$ cat src/rtl/dma_pkg.sv
// Shared types and constants for the burst DMA engine and its helpers.
package dma_pkg;

    typedef enum logic [2:0] {
        ST_IDLE   = 3'd0,
        ST_WAITW  = 3'd1,
        ST_STROBE = 3'd2,
        ST_NEXT   = 3'd3,
        ST_FIN    = 3'd4
    } dma_st_t;

    localparam int unsigned CH_PRG = 0;
    localparam int unsigned CH_CHR = 1;
    localparam int unsigned CH_SRM = 2;

    localparam logic [7:0] DMA_RD_DEF = 8'hFF;

    // Widest supported descriptor; users slice down to their AW/LW/channel width.
    typedef struct packed {
        logic        we;
        logic [7:0]  ch;
        logic [31:0] addr;
        logic [31:0] len;
    } dma_desc_t;

endpackage

$ cat src/rtl/dma_rd_mux.sv
// Per-channel read-data selector; an out-of-range channel reads as DMA_RD_DEF.
module dma_rd_mux
    import dma_pkg::*;
#(
    parameter int unsigned NCH = 3,
    parameter int unsigned CW  = 2
) (
    input  logic [CW-1:0]      ch,
    input  logic [NCH*8-1:0]   mem_do,
    output logic [7:0]         dout
);

    always_comb begin
        dout = DMA_RD_DEF;
        for (int unsigned k = 0; k < NCH; k++) begin
            if (ch == CW'(k)) begin
                dout = mem_do[8*k +: 8];
            end
        end
    end

endmodule

$ cat src/rtl/dma_burst_ctrl.sv
// Byte-serial burst DMA between the PI side and the mapper memories.
// Optional abort input enabled by defining DMA_ABORT_EN.
module dma_burst_ctrl
    import dma_pkg::*;
#(
    parameter int unsigned NCH      = 3,
    parameter int unsigned AW       = 23,
    parameter int unsigned LW       = 16,
    parameter int unsigned MEM_WAIT = 2
) (
    input  logic                     clk,
    input  logic                     rst,
    input  logic                     req_valid,
    input  logic                     req_we,
    input  logic [$clog2(NCH)-1:0]   req_ch,
    input  logic [AW-1:0]            req_addr,
    input  logic [LW-1:0]            req_len,
    input  logic [7:0]               wr_data,
    input  logic                     wr_valid,
    output logic                     wr_ready,
    output logic [7:0]               rd_data,
    output logic                     rd_valid,
    output logic                     busy,
    output logic                     done,
    output logic [AW-1:0]            mem_addr,
    output logic [7:0]               mem_dati,
    output logic [NCH-1:0]           mem_ce,
    output logic                     mem_oe,
    output logic                     mem_we,
    input  logic [NCH*8-1:0]         mem_do
`ifdef DMA_ABORT_EN
    ,
    input  logic                     abort
`endif
);

    localparam int unsigned CW    = $clog2(NCH);
    localparam logic [3:0]  WLOAD = 4'(MEM_WAIT - 1);

    dma_st_t        st;
    logic           we_r;
    logic [CW-1:0]  ch_r;
    logic [AW-1:0]  addr_r;
    logic [LW-1:0]  cnt_r;
    logic [3:0]     wcnt;
    logic [7:0]     dati_r;
    logic [7:0]     rdat_r;
    logic           samp_d;
    logic           rv_r;
    logic           abort_pend;
    logic           abort_in;
    logic [7:0]     mux_out;

`ifdef DMA_ABORT_EN
    assign abort_in = abort;
`else
    assign abort_in = 1'b0;
`endif

    dma_rd_mux #(
        .NCH (NCH),
        .CW  (CW)
    ) u_rd_mux (
        .ch     (ch_r),
        .mem_do (mem_do),
        .dout   (mux_out)
    );

    always_ff @(posedge clk) begin
        if (rst) begin
            st         <= ST_IDLE;
            we_r       <= 1'b0;
            ch_r       <= '0;
            addr_r     <= '0;
            cnt_r      <= '0;
            wcnt       <= '0;
            dati_r     <= '0;
            rdat_r     <= DMA_RD_DEF;
            samp_d     <= 1'b0;
            rv_r       <= 1'b0;
            abort_pend <= 1'b0;
        end else begin
            // rd_valid trails the sampling edge by one extra cycle
            samp_d <= 1'b0;
            rv_r   <= samp_d;
            case (st)
                ST_IDLE: begin
                    abort_pend <= 1'b0;
                    if (req_valid) begin
                        we_r   <= req_we;
                        ch_r   <= req_ch;
                        addr_r <= req_addr;
                        cnt_r  <= req_len;
                        wcnt   <= WLOAD;
                        st     <= req_we ? ST_WAITW : ST_STROBE;
                    end
                end
                ST_WAITW: begin
                    if (abort_in) begin
                        st <= ST_FIN;
                    end else if (wr_valid) begin
                        dati_r <= wr_data;
                        wcnt   <= WLOAD;
                        st     <= ST_STROBE;
                    end
                end
                ST_STROBE: begin
                    if (abort_in) begin
                        abort_pend <= 1'b1;
                    end
                    if (wcnt == 4'd0) begin
                        if (!we_r) begin
                            rdat_r <= mux_out;
                            samp_d <= 1'b1;
                        end
                        st <= ST_NEXT;
                    end else begin
                        wcnt <= wcnt - 4'd1;
                    end
                end
                ST_NEXT: begin
                    if (cnt_r == '0 || abort_pend || abort_in) begin
                        st <= ST_FIN;
                    end else begin
                        cnt_r  <= cnt_r - 1'b1;
                        addr_r <= addr_r + 1'b1;
                        wcnt   <= WLOAD;
                        st     <= we_r ? ST_WAITW : ST_STROBE;
                    end
                end
                ST_FIN:  st <= ST_IDLE;
                default: st <= ST_IDLE;
            endcase
        end
    end

    // Chip enable decodes only legal channels, so an invalid one leaves mem_ce clear.
    always_comb begin
        mem_ce = '0;
        for (int unsigned k = 0; k < NCH; k++) begin
            mem_ce[k] = (st == ST_STROBE) && (ch_r == CW'(k));
        end
    end

    assign mem_oe   = (st == ST_STROBE) && !we_r;
    assign mem_we   = (st == ST_STROBE) && we_r;
    assign wr_ready = (st == ST_WAITW) && wr_valid && !abort_in;
    assign busy     = (st != ST_IDLE);
    assign done     = (st == ST_FIN);
    assign mem_addr = addr_r;
    assign mem_dati = dati_r;
    assign rd_data  = rdat_r;
    assign rd_valid = rv_r;

endmodule

$ cat config.mk
export PLATFORM = sky130hd
export DESIGN_NAME = dma_burst_ctrl
export DESIGN_NICKNAME = d
export VERILOG_FILES = /design/src/rtl/dma_pkg.sv /design/src/rtl/dma_rd_mux.sv /design/src/rtl/dma_burst_ctrl.sv
export SDC_FILE = /design/constraint.sdc
export NUM_CORES = 1
export LEC_CHECK = 0
export BUFFER_PORTS_ARGS = -buffer_cell sky130_fd_sc_hd__buf_2
export CORE_MARGIN = 5
export CORE_UTILIZATION = 55
export CTS_CLUSTER_DIAMETER = 150
export DETAILED_ROUTE_END_ITERATION = 10
export PLACE_DENSITY = 0.86
export SETUP_SLACK_MARGIN = 0.4
export SLEW_MARGIN = 10
export SYNTH_ARGS = -nofsm -noshare
export SYNTH_HDL_FRONTEND = slang
export SYNTH_SLANG_ARGS = --single-unit
$ cat constraint.sdc
create_clock -name clk -period 6.2 [get_ports clk]
set_input_delay 0.31 -clock clk [delete_from_list [all_inputs] [get_ports clk]]
set_output_delay 0.31 -clock clk [all_outputs]
set_load 0.05 [all_outputs]
Yosys cells after proc, flatten, opt, wreduce, memory -nomap -nowiden
Index checks and enable logic that the tools add are counted.
{"block": "totals", "reg_bits": 67, "inputBits": 78, "output_inout_bits": 48, "elab_cells": 70}
{"block": "op_classes", "n_addsub": 3, "n_eq_ne": 11, "muxes": 22, "bitwise_logic": 3, "reduce_logical": 21}
{"cell": "$mux 23", "n": 2}
{"cell": "$pmux 23 s2", "n": 1}
{"cell": "$mux 16", "n": 2}
{"cell": "$pmux 16 s2", "n": 1}
{"cell": "$mux 8", "n": 3}
{"cell": "$add 23x1->23 const B", "n": 1}
{"cell": "$logic_not 16->1", "n": 1}
{"cell": "$mux 4", "n": 4}
{"cell": "$pmux 4 s4", "n": 1}
{"cell": "$sub 16x1->16 const B", "n": 1}
{"cell": "$mux 3", "n": 4}
{"cell": "$pmux 3 s4", "n": 1}
{"cell": "$ne 2x2->1 const B", "n": 5}
{"cell": "$reduce_and 3->1", "n": 3}
{"cell": "$eq 3x2->1 const B", "n": 2}
{"cell": "$logic_and 1x1->1", "n": 6}
{"cell": "$reduce_and 5->1", "n": 1}
{"cell": "$logic_not 4->1", "n": 1}
{"cell": "$mux 2", "n": 2}
{"cell": "$reduce_and 2->1", "n": 2}
{"cell": "$reduce_bool 4->1", "n": 1}
{"cell": "$sub 4x1->4 const B", "n": 1}
{"cell": "$eq 3x1->1 const B", "n": 1}
{"cell": "$eq 3x3->1 const B", "n": 1}
{"cell": "other kinds (10)", "n": 12}

Depth between registers and ports, before layout
{"block": "logic_depth", "depth_word": 4, "mapped_depth": 9, "depth_no_buf": 7}

Cells and area by module
From an unflattened synthesis, not the netlist that was laid out.
{"block": "unflattened", "hier_cells": 486, "area_unflattened_um2": 3916.3}
{"module": "dma_burst_ctrl", "n_inst": 1, "cells_per_inst": 466, "area_each_um2": 3724.8, "seq_area_each_um2": 1341.3}
{"module": "dma_rd_mux", "n_inst": 1, "cells_per_inst": 20, "area_each_um2": 191.4, "seq_area_each_um2": 0.0}

Worst setup path after synthesis
Ideal clock, no wire load.
{"block": "synth_path", "path_type": "reg2out", "start": "register st[2]", "end": "output mem_ce[2]", "arrival_time_ns": 1.883, "required_ns": 5.890, "slack_ns": 4.007, "stages_incl_launch_ff": 5, "path_buffers": 1, "cell_sequence": "dfxtp_1 -> buf_2 -> nor2_1 -> nand2_1 -> nor3b_1"}
{"block": "synth_via", "elab_chain_cells": 2}
{"element": "start: declaration", "line_no": "dma_burst_ctrl.sv:40", "text": "dma_st_t st;"}
{"element": "start signal: assignment", "line_no": "dma_burst_ctrl.sv:95", "text": "st <= req_we ? ST_WAITW : ST_STROBE;"}
{"element": "start signal: assignment", "line_no": "dma_burst_ctrl.sv:128", "text": "st <= we_r ? ST_WAITW : ST_STROBE;"}
{"element": "$eq 3x2->1", "line_no": "dma_burst_ctrl.sv:141", "text": "mem_ce[k] = (st == ST_STROBE) && (ch_r == CW'(k));"}
{"element": "$logic_and 1x1->1", "line_no": "dma_burst_ctrl.sv:141"}
{"element": "end: declaration", "line_no": "dma_burst_ctrl.sv:27", "text": "output logic [NCH-1:0] mem_ce,"}
Every way passes these cells.

Worst setup path after layout
{"block": "layout_path", "start": "register st[1]", "end": "register cnt_r[11]"}
{"block": "layout_via", "elab_chain_cells": 3, "elab_cells_between_ends": 7, "classes_between": "3 x eq/ne; 1 x mux; 3 x reduce/logical"}
{"element": "$eq 3x2->1 or $logic_not 3->1 (tied branches)", "line_no": "dma_burst_ctrl.sv:86", "text": "case (st)"}
{"element": "$ne 2x2->1 (no line) or $reduce_bool 2->1 (tied branches)"}
{"element": "$reduce_and 3->1 (no line)"}
{"element": "end signal: assignment", "line_no": "dma_burst_ctrl.sv:93", "text": "cnt_r <= req_len;"}
{"element": "end signal: assignment", "line_no": "dma_burst_ctrl.sv:125", "text": "cnt_r <= cnt_r - 1'b1;"}
{"element": "end: declaration", "line_no": "dma_burst_ctrl.sv:44", "text": "logic [LW-1:0] cnt_r;"}
Several ways; a longest one is shown, not always the timed one.
A chain may end at the register's enable or synchronous reset.

==> results.sh <==
export IMPL_outcome="complete, no violations"
export IMPL_grt_total_usage_pct=24.1
export IMPL_globalplace_congestion=0.892
export IMPL_hold_viol_final=0
export IMPL_placed_area_um2=4320
export IMPL_ctsRootBufferMaster="clkbuf_8"
export IMPL_postCtsSetupBuffers=0
export IMPL_relSlewSlack_pct=24.1
export IMPL_final_nets=675
export IMPL_ys_warn_count=0
export IMPL_dp_hpwl_um=7230
export IMPL_netlist_area_um2=3750
export IMPL_critPathSlowestCell="o21ai_2"
export IMPL_die_h_um=92.6
export IMPL_postSynthAreaPerCell_um2=7.59
export IMPL_busiest_layer="met2"
export IMPL_netlist_instances=494
export IMPL_critPathMaxFanout=76
export IMPL_ys_flop_type="dfxtp_1"
export IMPL_avgRoutedWirePerCell_um=15.4
export IMPL_grt_pass1_wl_um=17200
export IMPL_cts_made_buffers=9
export IMPL_drc_errors=0
export IMPL_antenna_found_initial=0
export IMPL_areaGrowthSynthToFinish_pct=21.1
export IMPL_vias=4120
export IMPL_hp_class="in2reg"
export IMPL_synth_edff_count=0
export IMPL_insertion_delay_ps=350
export IMPL_worstPathRequired_ps=6480
export IMPL_synth_distinct_cells=56
export IMPL_finalInstanceArea_um2=4540
export IMPL_holdBufCountCts=0
export IMPL_hold_ws_ps=193
export IMPL_antenna_left=0
export IMPL_max_cap_violations=0
export IMPL_min_to="mem_dati[5]"
export IMPL_final_core_util_pct=67.6
export IMPL_final_max_slew_violation_count=0
export IMPL_wirelength_um=10500
export IMPL_max_freq_mhz=297
export IMPL_finalCritPeriodShare_pct=54.3
export IMPL_setup_viol=0
export IMPL_crit_chain="nand3b_4 -> or4_4 -> o21ai_2 -> o21ai_0 -> a21oi_1"
export IMPL_cp_end_kind="flop"
export IMPL_reg2reg_depth=5
export IMPL_clkTransAtPathRegs_ps=80
export IMPL_holdPathStages=3
export IMPL_worstPathArrival_ps=3640
export IMPL_cts_resized_gates=0
export IMPL_cts_tree="built"
export IMPL_p_leak_nw=1.92
export IMPL_powerDensity_nw_per_um2=299
export IMPL_worst_r2r_endpoint="cnt_r[11]"
export IMPL_drt_iter0_drc=314
export IMPL_dr_pass1_iters=5
export IMPL_drive_gt1_share_pct=28.0
export IMPL_tightest_slew_ps=1140
export IMPL_synthArstFlopShare_pct=0
export IMPL_rsz0062_at_grt="no"
export IMPL_fin_crit_ps=3360
export IMPL_start_util_pct=55.8
export IMPL_grt_util_met2_pct=41.0
export IMPL_ios=126
export IMPL_cts_htree_levels=3
export IMPL_crit_type="reg2reg"
export IMPL_die_area_um2=8570
export IMPL_via_per_inst=6.07
export IMPL_crit_buf_inv=0
export IMPL_cp_top_family="compound AO/OA/AOI/OAI gates"
export IMPL_dieWidth_um=92.6
export IMPL_use_met1_pct=28.7
export IMPL_skew_ps=11.2
export IMPL_syn_nets=575
export IMPL_port_buffers=125
export IMPL_setup_tns_ps=0
export IMPL_clock_path_buffers=2
export IMPL_ys_seq_area_share_pct=35.8
export IMPL_cp_start_kind="flop"
export IMPL_grt_max_degree=77
export IMPL_timing_rr_start="st[1]"
export IMPL_grt_pass1_vias=3861
export IMPL_cp_slowest_stage_delay_ps=910
export IMPL_clock_sinks=67
export IMPL_vdd_ir_drop_worst_mv=0.201
export IMPL_diodes=0
export IMPL_power_total_mw=1.36
export IMPL_reg2reg_slack_ps=2840
export IMPL_min_from="wr_data[5]"
export IMPL_use_met3_pct=7.15
export IMPL_synth_ff_latch_count=67
export IMPL_rows=30
export IMPL_grt_remaining_overflow=0
export IMPL_core_um2=6720
-- registers in the layout (all words and copies together), names as in the netlist --
name,flops
mem_addr,23
cnt_r,16
mem_dati,8
rd_data,8
wcnt,4
st,3
ch_r,2
rd_valid,1
samp_d,1
we_r,1
-- final cells by class --
type,count,area (um2)
timing repair buffer,128,648
multi-input combinational,378,2200
inverter,10,37.5
sequential,67,1340
clock inverter,7,92.6
clock buffer,9,124
tap,80,100
fill,573,2180
-- cells in the mapped netlist (4+ instances only) --
master    number  area (um2)
o22ai_1       12        75.1
or3_1          5        31.3
buf_2          8        40.0
o21ai_0       39         195
nor3_1        16        80.1
dfxtp_1       67        1340
nor3b_1        4        30.0
nand3_1        9        45.0
inv_1          9        33.8
o211ai_1       8        60.1
a211oi_1      11        82.6
o31ai_1        7        52.6
clkbuf_1      24        90.1
and3_1         7        43.8
nor4_1         5        31.3
nor2_1        32         120
a21oi_1       65         325
and2_1         6        37.5
buf_1          4        15.0
o32ai_1        5        43.8
nand2_1       79         297
a22o_1         4        35.0
mux2_2         8        90.1
nand4_1        6        37.5
-- metal layers --
layer / wire, um / up-vias / share of wire, %
met4: 165 / 0 / 1.6
met1: 4440 / 1914 / 42
met2: 4960 / 173 / 47
met3: 918 / 17 / 8.8
li1: - / 2016 / -
met5: 0 / - / 0
-- tightest hold or removal path: stages --
cell	delay [ps]
buf_2	100
nand2_1	50
a21oi_1	50
-- worst max path at each step --
stage	from	endpoint	slack [ps]	cells past startpoint
after CTS	st[1]	mem_addr[2]	2890	5
after global routing	st[0]	mem_addr[16]	2540	5
after floorplan	st[2]	mem_ce[2]	4010	4
final	st[1]	cnt_r[11]	2840	5
after global placement	st[0]	mem_addr[22]	3040	5
after detailed placement	st[1]	mem_addr[2]	2910	5
-- report_power, final --
part / switching [mW] / internal [mW]
clock: 0.174 / 0.225
combinational: 0.287 / 0.135
sequential: 0.0575 / 0.478
-- placed cells by master, fill, tap and decap left out, types with 11 or more instances in the layout --
| cell type | n |
|---|---|
| a211oi_1 | 11 |
| a21oi_1 | 65 |
| buf_2 | 125 |
| dfxtp_1 | 67 |
| nand2_1 | 79 |
| nor2_1 | 32 |
| nor3_1 | 16 |
| o21ai_0 | 39 |
| o22ai_1 | 12 |
-- cells by family after synthesis --
group,after synthesis,share of synthesized area (%)
flip-flops,67,35.8
AO/OA/AOI/OAI,176,29.5
multiplexers,10,2.94
AND/OR/NAND/NOR,189,25.0
buffers and inverters,49,5.77
adder cells (fa/ha/maj),3,1.00
-- metrics by stage --
step                std cells  setup WS, ps
floorplan                 494          4010
global placement          663          3040
detailed placement        663          2910
CTS                       679          2890
global route              679          2540
finish                    679          2840
Note: power is estimated with default switching activity, not from simulation.
